`src/rtl/kfpga_config_pkg.sv`:
```
// Shared switch-box configuration constants and the loader state type.
// Field offsets locate each routing group inside the 264-bit config word.
package kfpga_config_pkg;

    localparam int SB_CONFIG_WIDTH = 264;
    localparam int SB_IC_SEL_W     = 3;
    localparam int SB_LE_SEL_W     = 6;

    localparam int SB_NORTH_BASE = 0;
    localparam int SB_EAST_BASE  = 30;
    localparam int SB_SOUTH_BASE = 60;
    localparam int SB_WEST_BASE  = 90;
    localparam int SB_LE_BASE    = 120;

    typedef enum logic [1:0] {
        IDLE,
        LOAD,
        DONE,
        ERROR
    } loader_state_e;

endpackage

```
`src/rtl/config_shift_reg.sv`:
```
// Word-wide bitstream shift register feeding a shadow register that only
// updates on commit, so downstream muxes never observe a partial load.
module config_shift_reg
    import kfpga_config_pkg::*;
#(
    parameter int CONFIG_WIDTH = SB_CONFIG_WIDTH,
    parameter int WORD_WIDTH   = 8
) (
    input  logic                    clk_i,
    input  logic                    rst_i,
    input  logic                    shift_en_i,
    input  logic                    commit_en_i,
    input  logic [WORD_WIDTH-1:0]   data_i,
    output logic [CONFIG_WIDTH-1:0] config_o
);

    logic [CONFIG_WIDTH-1:0] sreg_q;
    logic [CONFIG_WIDTH-1:0] sreg_d;
    logic [CONFIG_WIDTH-1:0] shadow_q;

    // New words enter at the top, so the first word ends up in the low bits.
    assign sreg_d = {data_i, sreg_q[CONFIG_WIDTH-1:WORD_WIDTH]};

    // The shadow captures the shifted value including the committing word.
    always_ff @(posedge clk_i or posedge rst_i) begin
        if (rst_i) begin
            sreg_q   <= '0;
            shadow_q <= '0;
        end else begin
            if (shift_en_i) begin
                sreg_q <= sreg_d;
            end
            if (commit_en_i) begin
                shadow_q <= sreg_d;
            end
        end
    end

    assign config_o = shadow_q;

endmodule

```
`src/rtl/sb_config_loader.sv`:
```
// Switch-box configuration loader: frames a valid/ready bitstream into a
// full config word and commits it only when exactly NWORDS words end in cfg_last.
module sb_config_loader
    import kfpga_config_pkg::*;
#(
    parameter  int CONFIG_WIDTH = SB_CONFIG_WIDTH,
    parameter  int WORD_WIDTH   = 8,
    localparam int NWORDS       = CONFIG_WIDTH / WORD_WIDTH,
    localparam int CNT_W        = $clog2(NWORDS + 1)
) (
    input  logic                    clock,
    input  logic                    reset,
    input  logic                    start,
    input  logic                    cfg_valid,
    output logic                    cfg_ready,
    input  logic [WORD_WIDTH-1:0]   cfg_data,
    input  logic                    cfg_last,
    output logic [CONFIG_WIDTH-1:0] config_out,
    output logic                    done,
    output logic                    error,
    output logic [CNT_W-1:0]        word_count
);

    localparam logic [CNT_W-1:0] LAST_IDX = CNT_W'(NWORDS - 1);

    loader_state_e    state_q, state_d;
    logic [CNT_W-1:0] count_q, count_d;
    logic             accept;
    logic             commit;

    assign cfg_ready = (state_q == LOAD) && !start;
    assign accept    = cfg_valid && cfg_ready;

    always_ff @(posedge clock or posedge reset) begin
        if (reset) begin
            state_q <= IDLE;
            count_q <= '0;
        end else begin
            state_q <= state_d;
            count_q <= count_d;
        end
    end

    // start overrides everything; framing is judged on each accepted word.
    always_comb begin
        state_d = state_q;
        count_d = count_q;
        commit  = 1'b0;
        if (start) begin
            state_d = LOAD;
            count_d = '0;
        end else if (accept) begin
            count_d = count_q + CNT_W'(1);
            if (count_q == LAST_IDX) begin
                if (cfg_last) begin
                    state_d = DONE;
                    commit  = 1'b1;
                end else begin
                    state_d = ERROR;
                end
            end else if (cfg_last) begin
                state_d = ERROR;
            end
        end
    end

    assign done       = (state_q == DONE);
    assign error      = (state_q == ERROR);
    assign word_count = count_q;

    config_shift_reg #(
        .CONFIG_WIDTH (CONFIG_WIDTH),
        .WORD_WIDTH   (WORD_WIDTH)
    ) u_shift_reg (
        .clk_i       (clock),
        .rst_i       (reset),
        .shift_en_i  (accept),
        .commit_en_i (commit),
        .data_i      (cfg_data),
        .config_o    (config_out)
    );

endmodule

```
`config.mk`:
```
export PLATFORM = sky130hd
export DESIGN_NAME = sb_config_loader
export DESIGN_NICKNAME = d
export VERILOG_FILES = /design/src/rtl/kfpga_config_pkg.sv /design/src/rtl/config_shift_reg.sv /design/src/rtl/sb_config_loader.sv
export SDC_FILE = /design/constraint.sdc
export NUM_CORES = 1
export LEC_CHECK = 0
export CAP_MARGIN = 0
export CORE_MARGIN = 2
export CORE_UTILIZATION = 45
export DETAILED_ROUTE_END_ITERATION = 16
export HOLD_SLACK_MARGIN = 0.05
export PLACE_DENSITY = 0.7
export SETUP_SLACK_MARGIN = 0.4
export SKIP_LAST_GASP = 1
export SYNTH_ARGS = -nofsm -noshare
export SYNTH_HDL_FRONTEND = slang
export SYNTH_SLANG_ARGS = --single-unit
```
`constraint.sdc`:
```
create_clock -name clock -period 16.4 [get_ports clock]
set_input_delay 1.64 -clock clock [delete_from_list [all_inputs] [get_ports clock]]
set_output_delay 1.64 -clock clock [all_outputs]
set_load 0.05 [all_outputs]
```
==> run_results.csv <==
group,metric,value,unit
setup_path,crit_chain,"clkdlybuf4s50_1, and4bb_4, nand3_4, buf_4, buf_4, mux2_4",
yosys,ys_ff_latch,528,
setup_path,cp_slowest_cell,"and4bb_4",
timing,relSlewSlack,20.4,%
timing,finalSetupViolCount,0,
timing,setup_ws,10.93,ns
finish,fin_cells,2595,
yosys,synth_edf_count,0,
yosys,yosysUniqueCellTypes,35,
clock_tree,root_buffer,"clkbuf_16",
clock_tree,numClockSinks,528,
setup_path,ff2ff_setup_slack,12.21,ns
routing,dr.pass1.iters,5,
setup_path,slowest_delay,1.05,ns
yosys,synth_nets,1704,
clock_tree,h-tree-depth,2,
clock_tree,cts_buffers,53,
setup_path,r2r_start,"state_q[1]$_DFFE_PP0P_",
global_route,grt_util_all_layers,18.9,%
place,gp_congestion,0.788,
setup_path,cpMostUsedCell,"buf_4",
yosys,syn-cell-area,0.0209,mm²
min_path,hold_depth,2,
yosys,synth_commonest_cells,"nand2_1, dfrtp_1, mux2_4",
yosys,synthAdderAreaFrac,0.120,%
setup_path,critPathTopFamily,"buffers and inverters",
power_and_ir_drop,peakVddDrop,0.000106,V
setup_path,endpoint,"u_shift_reg.config_o[123]$_DFFE_PP0P_",
clock_tree,clockBufferDepth,3,
finish,fin_util,56.8,%
yosys,avgSynthCellArea,12.4,µm²
yosys,synth_area_leaders,"dfrtp_1, mux2_4, nand2_1",
clock_tree,cts-hold-fix-buffers,0,
routing,dr_total_vias,12600,
min_path,holdCritPathClass,"flop to flop",
global_route,grt_overflow_total,0,
setup_path,worst_r2r_path_depth,5,
clock_tree,cts_tree,"done",
yosys,netlist.area_leader.share,63.2,%
timing,fin_crit_sh,33.3,%
floorplanning,die_w,219,µm
setup_path,path_class,"primary input to flop",
finish,n_antenna_cell,0,
setup_path,arrival,5.93,ns
power_and_ir_drop,leakagePower,13.9,nW
yosys,synth_cells,1689,
power_and_ir_drop,power,2.81,mW
timing,fin_tns_setup,0,ns
timing,clock_skew,0.0162,ns
setup_path,crit_buf_inv,3,
yosys,ys_warn_count,0,
clock_tree,clk_pin_slew_worst_paths,0.06,ns
setup_path,required,16.86,ns
routing,drc,0,
timing,rsz0062_at_grt,"false",
place,placed_area,0.0241,mm²
yosys,synth_top_family_by_area,"multiplexers",
yosys,synth-simple-area-share,14.5,%
timing,finalHoldViolCount,0,
routing,drt_iter0_markers,1101,
place,dp_hpwl,28000,µm
yosys,synthMuxAreaShare,19.0,%
yosys,synth_compound_area_share,0.204,%
timing,max_freq,0.183,GHz
timing,slew_viol_final,0,
finish,area_delta_synth_final,23.8,%
setup_path,worstReg2RegEnd,"u_shift_reg.config_o[123]$_DFFE_PP0P_",
floorplanning,num_rows,78,
global_route,grt_max_degree,192,
timing,worst_pin_slew,1.19,ns
floorplanning,die_h,219,µm
setup_path,cp-startpoint,"start",
floorplanning,start_util,45.8,%
place,pre_cts_slack,10.31,ns
setup_path,cp_max_fo,72,
finish,drive_gt1_share,18.1,%
yosys,yosys_most_used_dff,"dfrtp_1",
place,io_buffers,285,
setup_path,crit_path_end_kind,"flop",
place,dp_cells,2498,
clock_tree,clock_latency,0.58,ns
global_route,grt_pass1_vias,13100,
global_route,grt_antenna_before_repair,0,
routing,vias_per_cell,4.86,
yosys,yosysSeqAreaShare,63.2,%
routing,wirelength,45000,µm
finish,nets,1968,
floorplanning,dieArea,0.0482,mm²
power_and_ir_drop,pwr_density_cell,109,mW/mm²
finish,fillers,3723,
floorplanning,num_io_pins,286,
routing,ant_nets,0,
setup_path,cp.depth,6,
timing,period_needed,5.47,ns
floorplanning,core-area,0.0456,mm²
routing,wl_per_cell,17.3,µm
clock_tree,cts_resized,0,
yosys,synthXorXnorAreaFrac,0.0838,%
yosys,yosysTopAreaCell,"dfrtp_1",
min_path,worstHoldStart,"u_shift_reg.sreg_q[15]$_DFFE_PP0P_",
setup_path,start_kind,"primary input",
finish,design_area,0.0259,mm²
yosys,async_reset_ff_share,100,%
global_route,grt_pass1_wl,72800,µm
yosys,synth.most_common_cell,"nand2_1",
timing,whs,0.476,ns
status,status,"complete, no violations",
clock_tree,postCtsSetupRepairBufs,0,
job,drv_cap,0,
==> per-layer routing <==
layer  up-vias  GRT usage [%]  part of all wire, %
met3        62           4.84                  6.1
met1      6386           26.6                   45
met5         -              0                    0
li1       5912              -                    -
met2       262           28.9                   46
met4         0           6.04                  2.3
==> cells in the final DEF, fill, tap and decap left out, types with 2 or more instances in the layout <==
| cell | instances |
|---|---|
| a21oi_1 | 2 |
| buf_12 | 2 |
| buf_4 | 11 |
| bufinv_16 | 4 |
| clkbuf_1 | 15 |
| clkbuf_16 | 55 |
| clkbuf_8 | 13 |
| clkdlybuf4s50_1 | 285 |
| clkinv_2 | 4 |
| clkinvlp_4 | 5 |
| dfrtp_1 | 528 |
| ha_1 | 2 |
| inv_1 | 3 |
| inv_6 | 2 |
| mux2_1 | 4 |
| mux2_4 | 260 |
| nand2_1 | 769 |
| nand3_1 | 2 |
| nor2_1 | 6 |
| nor2b_1 | 2 |
==> layout make-up <==
class / instances / area, µm² / share of cell area [%]
sequential: 528 / 13200 / 51.1
multi-input combinational: 1068 / 7120 / 27.5
timing repair buffer: 298 / 2980 / 11.5
clock buffer: 83 / 1610 / 6.23
tap: 600 / 751 / 2.90
clock inverter: 14 / 188 / 0.725
inverter: 4 / 18.8 / 0.0725
==> power by group <==
group	internal, mW	switching (mW)
Sequential	1.38	0.0659
Clock	0.737	0.496
Combinational	0.0408	0.0945
==> cell families after synthesis <==
logic type / count (synthesis)
AOI/OAI and AO/OA: 7
xor gates and xnor gates: 2
adders and majority gates: 2
buffers and inverters: 93
DFF: 528
muxes: 266
and+or+nand+nor: 791
==> state kept, by name, summed over array words and instances (netlist names) <==
register / cells
u_shift_reg.config_o: 264
u_shift_reg.sreg_q: 256
word_count: 6
state_q: 2
==> worst register-to-register path, cell delays in order (launching register included) <==
cell	delay, ns
dfrtp_1	0.45
and4bb_4	1.01
nand3_4	0.76
buf_4	0.70
buf_4	0.63
mux2_4	0.54
==> worst min-delay path by stage <==
stage / to
after global placement: u_shift_reg.sreg_q[11]$_DFFE_PP0P_
after global routing: u_shift_reg.sreg_q[11]$_DFFE_PP0P_
after detailed placement: u_shift_reg.sreg_q[15]$_DFFE_PP0P_
after CTS: u_shift_reg.sreg_q[15]$_DFFE_PP0P_
after floorplan: u_shift_reg.sreg_q[10]$_DFFE_PP0P_
final: u_shift_reg.sreg_q[15]$_DFFE_PP0P_
(Power assumes the default switching activity.)
